--- src/rtl/mux_scan_sequencer.sv ---
// mux_scan_sequencer
// Drives the select of a 4:1 channel mux through the Gray order
// 00 -> 01 -> 11 -> 10 and holds each code for (dwell+1) cycles. The mux
// output is sampled at the end of each channel's dwell. A completed sweep
// is published as a 4-bit snapshot with a one-cycle valid pulse. Scanning
// can be one-shot or continuous. All outputs are registered.
module mux_scan_sequencer #(
    parameter int DW    = 8,
    parameter int CNT_W = 8
) (
    input  logic             clk,
    input  logic             rst_n,
    input  logic             start,
    input  logic             stop,
    input  logic             cont,
    input  logic [DW-1:0]    dwell,
    input  logic             mux_z,
    output logic [1:0]       sel,
    output logic [3:0]       sample_vec,
    output logic             sweep_valid,
    output logic             busy,
    output logic [CNT_W-1:0] sweep_cnt
);

    localparam logic [0:0] ST_IDLE = 1'b0;
    localparam logic [0:0] ST_SCAN = 1'b1;

    // Channel index to mux select code (Gray order).
    function automatic logic [1:0] idx_to_sel(input logic [1:0] idx);
        logic [1:0] code;
        case (idx)
            2'd0:    code = 2'b00;
            2'd1:    code = 2'b01;
            2'd2:    code = 2'b11;
            2'd3:    code = 2'b10;
            default: code = 2'b00;
        endcase
        return code;
    endfunction

    logic [0:0]       r_state;
    logic [1:0]       r_sel;
    logic [1:0]       r_idx;
    logic [DW-1:0]    r_dcnt;
    logic [2:0]       r_shadow;
    logic [3:0]       r_sample_vec;
    logic             r_sweep_valid;
    logic             r_busy;
    logic [CNT_W-1:0] r_sweep_cnt;

    logic [0:0]       w_state_nxt;
    logic [1:0]       w_sel_nxt;
    logic [1:0]       w_idx_nxt;
    logic [DW-1:0]    w_dcnt_nxt;
    logic [2:0]       w_shadow_nxt;
    logic [3:0]       w_sample_vec_nxt;
    logic             w_sweep_valid_nxt;
    logic [CNT_W-1:0] w_sweep_cnt_nxt;

    // Next-state logic: sweep sequencing, dwell counting and sample capture.
    always_comb begin
        w_state_nxt       = r_state;
        w_sel_nxt         = r_sel;
        w_idx_nxt         = r_idx;
        w_dcnt_nxt        = r_dcnt;
        w_shadow_nxt      = r_shadow;
        w_sample_vec_nxt  = r_sample_vec;
        w_sweep_valid_nxt = 1'b0;
        w_sweep_cnt_nxt   = r_sweep_cnt;
        case (r_state)
            ST_IDLE: begin
                w_sel_nxt = 2'b00;
                // stop has priority, so start+stop leaves the sequencer idle
                if (start && !stop) begin
                    w_state_nxt = ST_SCAN;
                    w_idx_nxt   = 2'd0;
                    w_dcnt_nxt  = dwell;
                end else begin
                    w_state_nxt = ST_IDLE;
                end
            end
            ST_SCAN: begin
                if (stop) begin
                    // abort: partial samples are simply never published
                    w_state_nxt = ST_IDLE;
                    w_sel_nxt   = 2'b00;
                    w_idx_nxt   = 2'd0;
                end else if (r_dcnt != {DW{1'b0}}) begin
                    w_dcnt_nxt = r_dcnt - DW'(1);
                end else if (r_idx == 2'd3) begin
                    // last channel goes straight into the published vector
                    w_sample_vec_nxt  = {mux_z, r_shadow};
                    w_sweep_valid_nxt = 1'b1;
                    w_sweep_cnt_nxt   = r_sweep_cnt + CNT_W'(1);
                    w_idx_nxt         = 2'd0;
                    w_sel_nxt         = 2'b00;
                    w_dcnt_nxt        = dwell;
                    if (cont) begin
                        w_state_nxt = ST_SCAN;
                    end else begin
                        w_state_nxt = ST_IDLE;
                    end
                end else begin
                    case (r_idx)
                        2'd0:    w_shadow_nxt[0] = mux_z;
                        2'd1:    w_shadow_nxt[1] = mux_z;
                        2'd2:    w_shadow_nxt[2] = mux_z;
                        default: w_shadow_nxt    = r_shadow;
                    endcase
                    w_idx_nxt  = r_idx + 2'd1;
                    w_sel_nxt  = idx_to_sel(r_idx + 2'd1);
                    w_dcnt_nxt = dwell;
                end
            end
            default: begin
                w_state_nxt = ST_IDLE;
                w_sel_nxt   = 2'b00;
                w_idx_nxt   = 2'd0;
                w_dcnt_nxt  = {DW{1'b0}};
            end
        endcase
    end

    // State and output registers with asynchronous clear.
    always_ff @(posedge clk or negedge rst_n) begin
        if (!rst_n) begin
            r_state       <= ST_IDLE;
            r_sel         <= 2'b00;
            r_idx         <= 2'd0;
            r_dcnt        <= {DW{1'b0}};
            r_shadow      <= 3'b000;
            r_sample_vec  <= 4'b0000;
            r_sweep_valid <= 1'b0;
            r_busy        <= 1'b0;
            r_sweep_cnt   <= {CNT_W{1'b0}};
        end else begin
            r_state       <= w_state_nxt;
            r_sel         <= w_sel_nxt;
            r_idx         <= w_idx_nxt;
            r_dcnt        <= w_dcnt_nxt;
            r_shadow      <= w_shadow_nxt;
            r_sample_vec  <= w_sample_vec_nxt;
            r_sweep_valid <= w_sweep_valid_nxt;
            r_busy        <= (w_state_nxt == ST_SCAN);
            r_sweep_cnt   <= w_sweep_cnt_nxt;
        end
    end

    assign sel         = r_sel;
    assign sample_vec  = r_sample_vec;
    assign sweep_valid = r_sweep_valid;
    assign busy        = r_busy;
    assign sweep_cnt   = r_sweep_cnt;

endmodule

--- config.mk ---
export PLATFORM = sky130hd
export DESIGN_NAME = mux_scan_sequencer
export DESIGN_NICKNAME = d
export VERILOG_FILES = /design/src/rtl/mux_scan_sequencer.sv
export SDC_FILE = /design/constraint.sdc
export NUM_CORES = 1
export LEC_CHECK = 0
export CORE_ASPECT_RATIO = 0.9
export CORE_MARGIN = 2
export CORE_UTILIZATION = 46
export DETAILED_ROUTE_END_ITERATION = 16
export GPL_TIMING_DRIVEN = 1
export PLACE_DENSITY = 0.75
export SETUP_SLACK_MARGIN = 0.05
export SKIP_LAST_GASP = 1
export SLEW_MARGIN = 40
export SYNTH_ARGS = -nofsm -noshare
export SYNTH_HDL_FRONTEND = slang
export SYNTH_SLANG_ARGS = --single-unit
export TNS_END_PERCENT = 1
--- constraint.sdc ---
create_clock -name clk -period 1.8 [get_ports clk]
set_input_delay 0.36 -clock clk [delete_from_list [all_inputs] [get_ports clk]]
set_output_delay 0.36 -clock clk [all_outputs]
set_load 0.1 [all_outputs]
**After elaboration in Yosys (flattened, before gate mapping)**

Cells that the tools add are included.

- Output and inout bits: 16
- Register bits after elaboration: 29
- Logic and storage cells: 61
- Input port bits: 14

- Reductions and logical operators: 11
- Add/subtract/negate cells: 3
- Multiplexer cells: 24
- Bitwise operators: 4
- Equality and inequality tests: 9

Operator list:

| kind | number |
|---|---|
| two-way mux 8 bit | 3 |
| case mux 8 bit (2 select lines) | 1 |
| AND reduction 5 bit | 3 |
| two-way mux 2 bit | 7 |
| two-way mux 1 bit | 9 |
| adder 8 x 1 -> 8 bit (second input constant) | 1 |
| == test 2 bit (second input constant) | 4 |
| case mux 2 bit (2 select lines) | 2 |
| case mux 2 bit (4 select lines) | 1 |
| nonzero test 8 bit | 1 |
| subtractor 8 x 1 -> 8 bit (second input constant) | 1 |
| == test 2 x 1 -> 1 bit (second input constant) | 2 |
| logical NOT 2 bit | 2 |
| inequality test 2 bit (second input constant) | 2 |
| inverter 1 bit | 4 |
| AND reduction 2 bit | 2 |
| AND reduction 4 bit | 1 |
| inequality test 3 bit (second input constant) | 1 |
| adder 2 x 1 -> 2 bit (second input constant) | 1 |
| case mux 1 bit (2 select lines) | 1 |
| logical AND 1 bit | 1 |
| logical NOT 1 bit | 1 |

**Longest topological paths before layout**

- Word-level depth: 7
- Gate-level depth with buffers: 7
- Depth with buffers taken out: 6

**Least setup slack after synthesis**

Ideal clock, no wire load.

- Path type: reg-to-reg
- From: register busy (netlist name)
- To: register r_sweep_cnt[1] (netlist: sweep_cnt[1])
- Period minus slack after synthesis: 2.100 ns
- Library setup time: 0.126 ns
- Required time: 1.674 ns
- Setup slack: -0.300 ns
- Cell stages (with the launch flop): 5
- Data arrival time: 1.974 ns
- Path buffers: 0
- Cells stage by stage: dfrtp_1 -> nand2b_1 -> nor3_4 -> nand2_4 -> mux2_2

RTL lines:

| element | line | text |
|---|---|---|
| end signal, assigned | 135 | `r_sweep_cnt <= {CNT_W{1'b0}};` |
| end signal, assigned | 145 | `r_sweep_cnt <= w_sweep_cnt_nxt;` |
| end, declared | 49 | `logic [CNT_W-1:0] r_sweep_cnt;` |

**Worst setup path after layout**

- From: register r_dcnt[0]
- To: register r_sample_vec[0] (netlist: sample_vec[0])

- Word-level cells in the longest chain between the ends: 3

RTL lines:

| element | line | text |
|---|---|---|
| start, declared | 44 | `logic [DW-1:0] r_dcnt;` |
| start signal, assigned | 130 | `r_dcnt <= {DW{1'b0}};` |
| start signal, assigned | 140 | `r_dcnt <= w_dcnt_nxt;` |
| nonzero test 8 bit | 88 | `end else if (r_dcnt != {DW{1'b0}}) begin` |
| inverter 1 bit (no line) | n/a |  |
| AND reduction 4 bit (no line) | n/a |  |
| end signal, assigned | 142 | `r_sample_vec <= w_sample_vec_nxt;` |
| end, declared | 46 | `logic [3:0] r_sample_vec;` |

Every way passes these cells.
A chain may end at the register's enable or synchronous reset.

==> flow_summary.yaml <==
run_status:
  outcome: "complete, but fails checks"
  violations: "negative setup slack"
critical_path:
  reg2reg_depth: 7
  worstSetupPathType: "flop to flop"
  reg2reg_from: "r_dcnt[0]"
  worstPathMaxFanout: 7
  rr_endpoint: "sample_vec[0]"
  cp-start-kind: "flop"
  arrival_ps: 2030
  r2r_slack_ps: -3
  endpoint_kind: "flop"
  worst_ep_required_time_ps: 2030
clock_network:
  cts_sinks: 29
  htreeDepth: 2
  clock-root-buffer: "clkbuf_4"
  insertion_delay_ps: 340
  cts_tree: "built"
  clk_path_buf_depth: 2
  clkTransAtPathRegs_ps: 100
  cts-buffers-inserted: 5
synthesis:
  syn_nets: 166
  synth.avg_cell_area_um2: 10.4
  synth_ff_type: "dfrtp_1"
  synthCells: 145
  synth_edf_count: 0
  ys_async_sr_fraction_pct: 100
  synth-seq-cells: 29
  syn-cell-area_um2: 1520
  ys_seq_area_share_pct: 47.9
  yosys_warnings: 0
  synth_cell_types: 38
global_route:
  grt_pass1_wl_mm: 6.08
  gr-total-overflow: 0
  grt_max_degree: 30
  grt.total_usage_pct: 21.4
  grt_pass1_vias: 1342
  antenna_found_initial: 0
die:
  die_area_um2: 3770
  initial_core_util_pct: 49.0
  ioPinCount: 30
  die_width_um: 64.5
  core-area_um2: 3090
  rows: 19
  die_h_um: 58.4
timing:
  fin_tns_setup_ps: -3.08
  hold_ws_ps: 397
  worst_slew_pin_slew_ps: 801
  max_clock_freq_mhz: 555
  layout_min_cycle_time_ps: 1800
  rsz0062_at_grt: "yes"
  finalCritPeriodShare_pct: 100
  setup_viol: 1
  slew_violations: 0
  slew_headroom_pct: 46.5
  finalWorstSetupSlack_ps: -3.08
  hold_viol_final: 0
  finalClockSkew_ps: 8.16
layout:
  final_core_util_pct: 74.0
  syn2layout_area_growth_pct: 50.9
  final_area_um2: 2290
  num_antenna_cells: 0
  fin_nets: 226
  drive_above_1_share_pct: 34.5
detailed_routing:
  drtAntennaViolNets: 0
  vias: 1341
  wl_met1_mm: 1.57
  highest_layer: "met4"
  first_pass_iters: 4
  wl_mm: 3.51
  drt_first_iter_violations: 43
  routed-wl-met3_um: 143
  wl_met2_mm: 1.74
  drc_errors: 0
  drt-vias-per-instance: 5.41
  routedWlPerCell_um: 14.2
power:
  clkPwrFrac_pct: 25.9
  p_int_mw: 1.06
  p_comb_share_pct: 26.8
  switchingPower_uw: 485
  power_frac_seq_pct: 47.3
  ir_drop_mv: 0.471
  swShare_pct: 31.5
  p_leak_nw: 1.03
  powerDensity_nw_per_um2: 674
place:
  io_buffers: 29
  dpl-instance-area_um2: 2190
  hpwlAfterDp_mm: 2.70
  gp_congestion: 0.905
flow_run:
  drv_cap: 0
hold_path:
  hp-class: "input pin to async pin"
how the worst max path moves through the flow:
stage          slack, ps       endpoint       from  cells past startpoint
2_1_floorplan       -120   sweep_cnt[1]  r_dcnt[5]                      5
3_3_place_gp         -70   sweep_cnt[7]  r_dcnt[0]                      7
3_5_place_dp        -130   sweep_cnt[7]  r_dcnt[0]                      7
4_1_cts               10   sweep_cnt[7]  r_dcnt[0]                      8
5_1_grt              -60   sweep_cnt[7]  r_dcnt[0]                      8
6_report              -3  sample_vec[0]  r_dcnt[0]                      7
power by group through the flow:
stage	Combinational [mW]	Clock [mW]	Sequential, mW
final	0.413	0.399	0.729
after global routing	0.450	0.451	0.733
after CTS	0.401	0.413	0.728
after detailed placement	0.385	0	0.739
after global placement	0.376	0	0.739
after floorplan	0.150	0	0.766
Yosys cell counts (2+ instances only):
master	count	area, um^2
a211oi_1	2	15.0
a21oi_1	9	45.0
a2bb2oi_1	4	35.0
buf_2	2	10.0
clkbuf_1	2	7.51
dfrtp_1	29	726
ha_1	7	87.6
inv_1	7	26.3
mux2_2	8	90.1
mux2i_1	2	20.0
nand2_1	10	37.5
nand2b_1	2	12.5
nand3_1	3	15.0
nand3b_1	4	30.0
nand4_1	6	37.5
nor2_1	7	26.3
nor3_1	7	35.0
nor4_1	3	18.8
o21ai_0	7	35.0
xnor2_1	6	52.6
what timing repair did:
item / 4_1_cts / 5_1_grt
pin swaps: 2 / 2
hold buffers: 0 / 0
gates resized for setup: 4 / 0
buffers inserted: 3 / 1
endpoints found under the setup margin: 21 / 25
cells in the final DEF (no fill, tap or decap), types with 2 or more instances in the layout:
| cell type | Yosys | routed |
|---|---|---|
| a211oi_1 | 2 | 2 |
| a21oi_1 | 9 | 9 |
| a2bb2oi_1 | 4 | 4 |
| buf_12 | 0 | 16 |
| buf_4 | 0 | 28 |
| clkbuf_4 | 0 | 5 |
| clkdlybuf4s50_1 | 0 | 13 |
| clkinv_2 | 0 | 2 |
| dfrtp_1 | 29 | 28 |
| ha_1 | 7 | 7 |
| inv_1 | 7 | 5 |
| inv_2 | 0 | 2 |
| mux2_2 | 8 | 8 |
| mux2i_1 | 2 | 2 |
| nand2_1 | 10 | 10 |
| nand2b_1 | 2 | 2 |
| nand3_1 | 3 | 3 |
| nand3b_1 | 4 | 4 |
| nand4_1 | 6 | 6 |
| nor2_1 | 7 | 7 |
| nor3_1 | 7 | 7 |
| nor4_1 | 3 | 2 |
| o21ai_0 | 7 | 6 |
| xnor2_1 | 6 | 6 |
sequential cells by signal (all words and copies together), names as in the netlist:
register	flops
busy	1
r_idx	2
sweep_cnt	8
sweep_valid	1
sample_vec	4
r_shadow	3
sel	2
r_dcnt	8
through the flow:
step	worst slack [ps]	power, mW	cells
floorplan	-117	0.916	145
global placement	-70.1	1.12	236
detailed placement	-130	1.12	236
CTS	13.3	1.54	247
global route	-59.9	1.63	248
finish	-3.08	1.54	248
routing by layer:
layer,GRT usage [%],up-vias
li1,-,648
met4,10.9,0
met5,0,-
met1,26.6,655
met3,6.12,8
met2,34.5,30
worst max-delay path, stage by stage, from the launching register on:
cell and delay (ps):
dfrtp_1 400, inv_2 60, ha_1 160, or3b_4 400, nor3_4 150, buf_6 150, nand2_4 80, mux2_2 300
layout make-up:
class                           instances  area (um^2)
Multi-Input combinational cell        104          754
Tap cell                               42         52.6
Clock buffer                            5         37.5
Timing Repair Buffer                   58          672
Clock inverter                          3         17.5
Fill cell                             221          803
Sequential cell                        29          727
Inverter                                7         26.3
kinds of logic after synthesis:
group	after synthesis	synth area share, %
xor+xnor	7	4.05
compound gates	30	12.8
mux	10	7.27
flops	29	47.9
buf+inv	12	3.14
fa+ha+maj	7	5.78
simple gates	50	19.1
(Power assumes the default switching activity.)
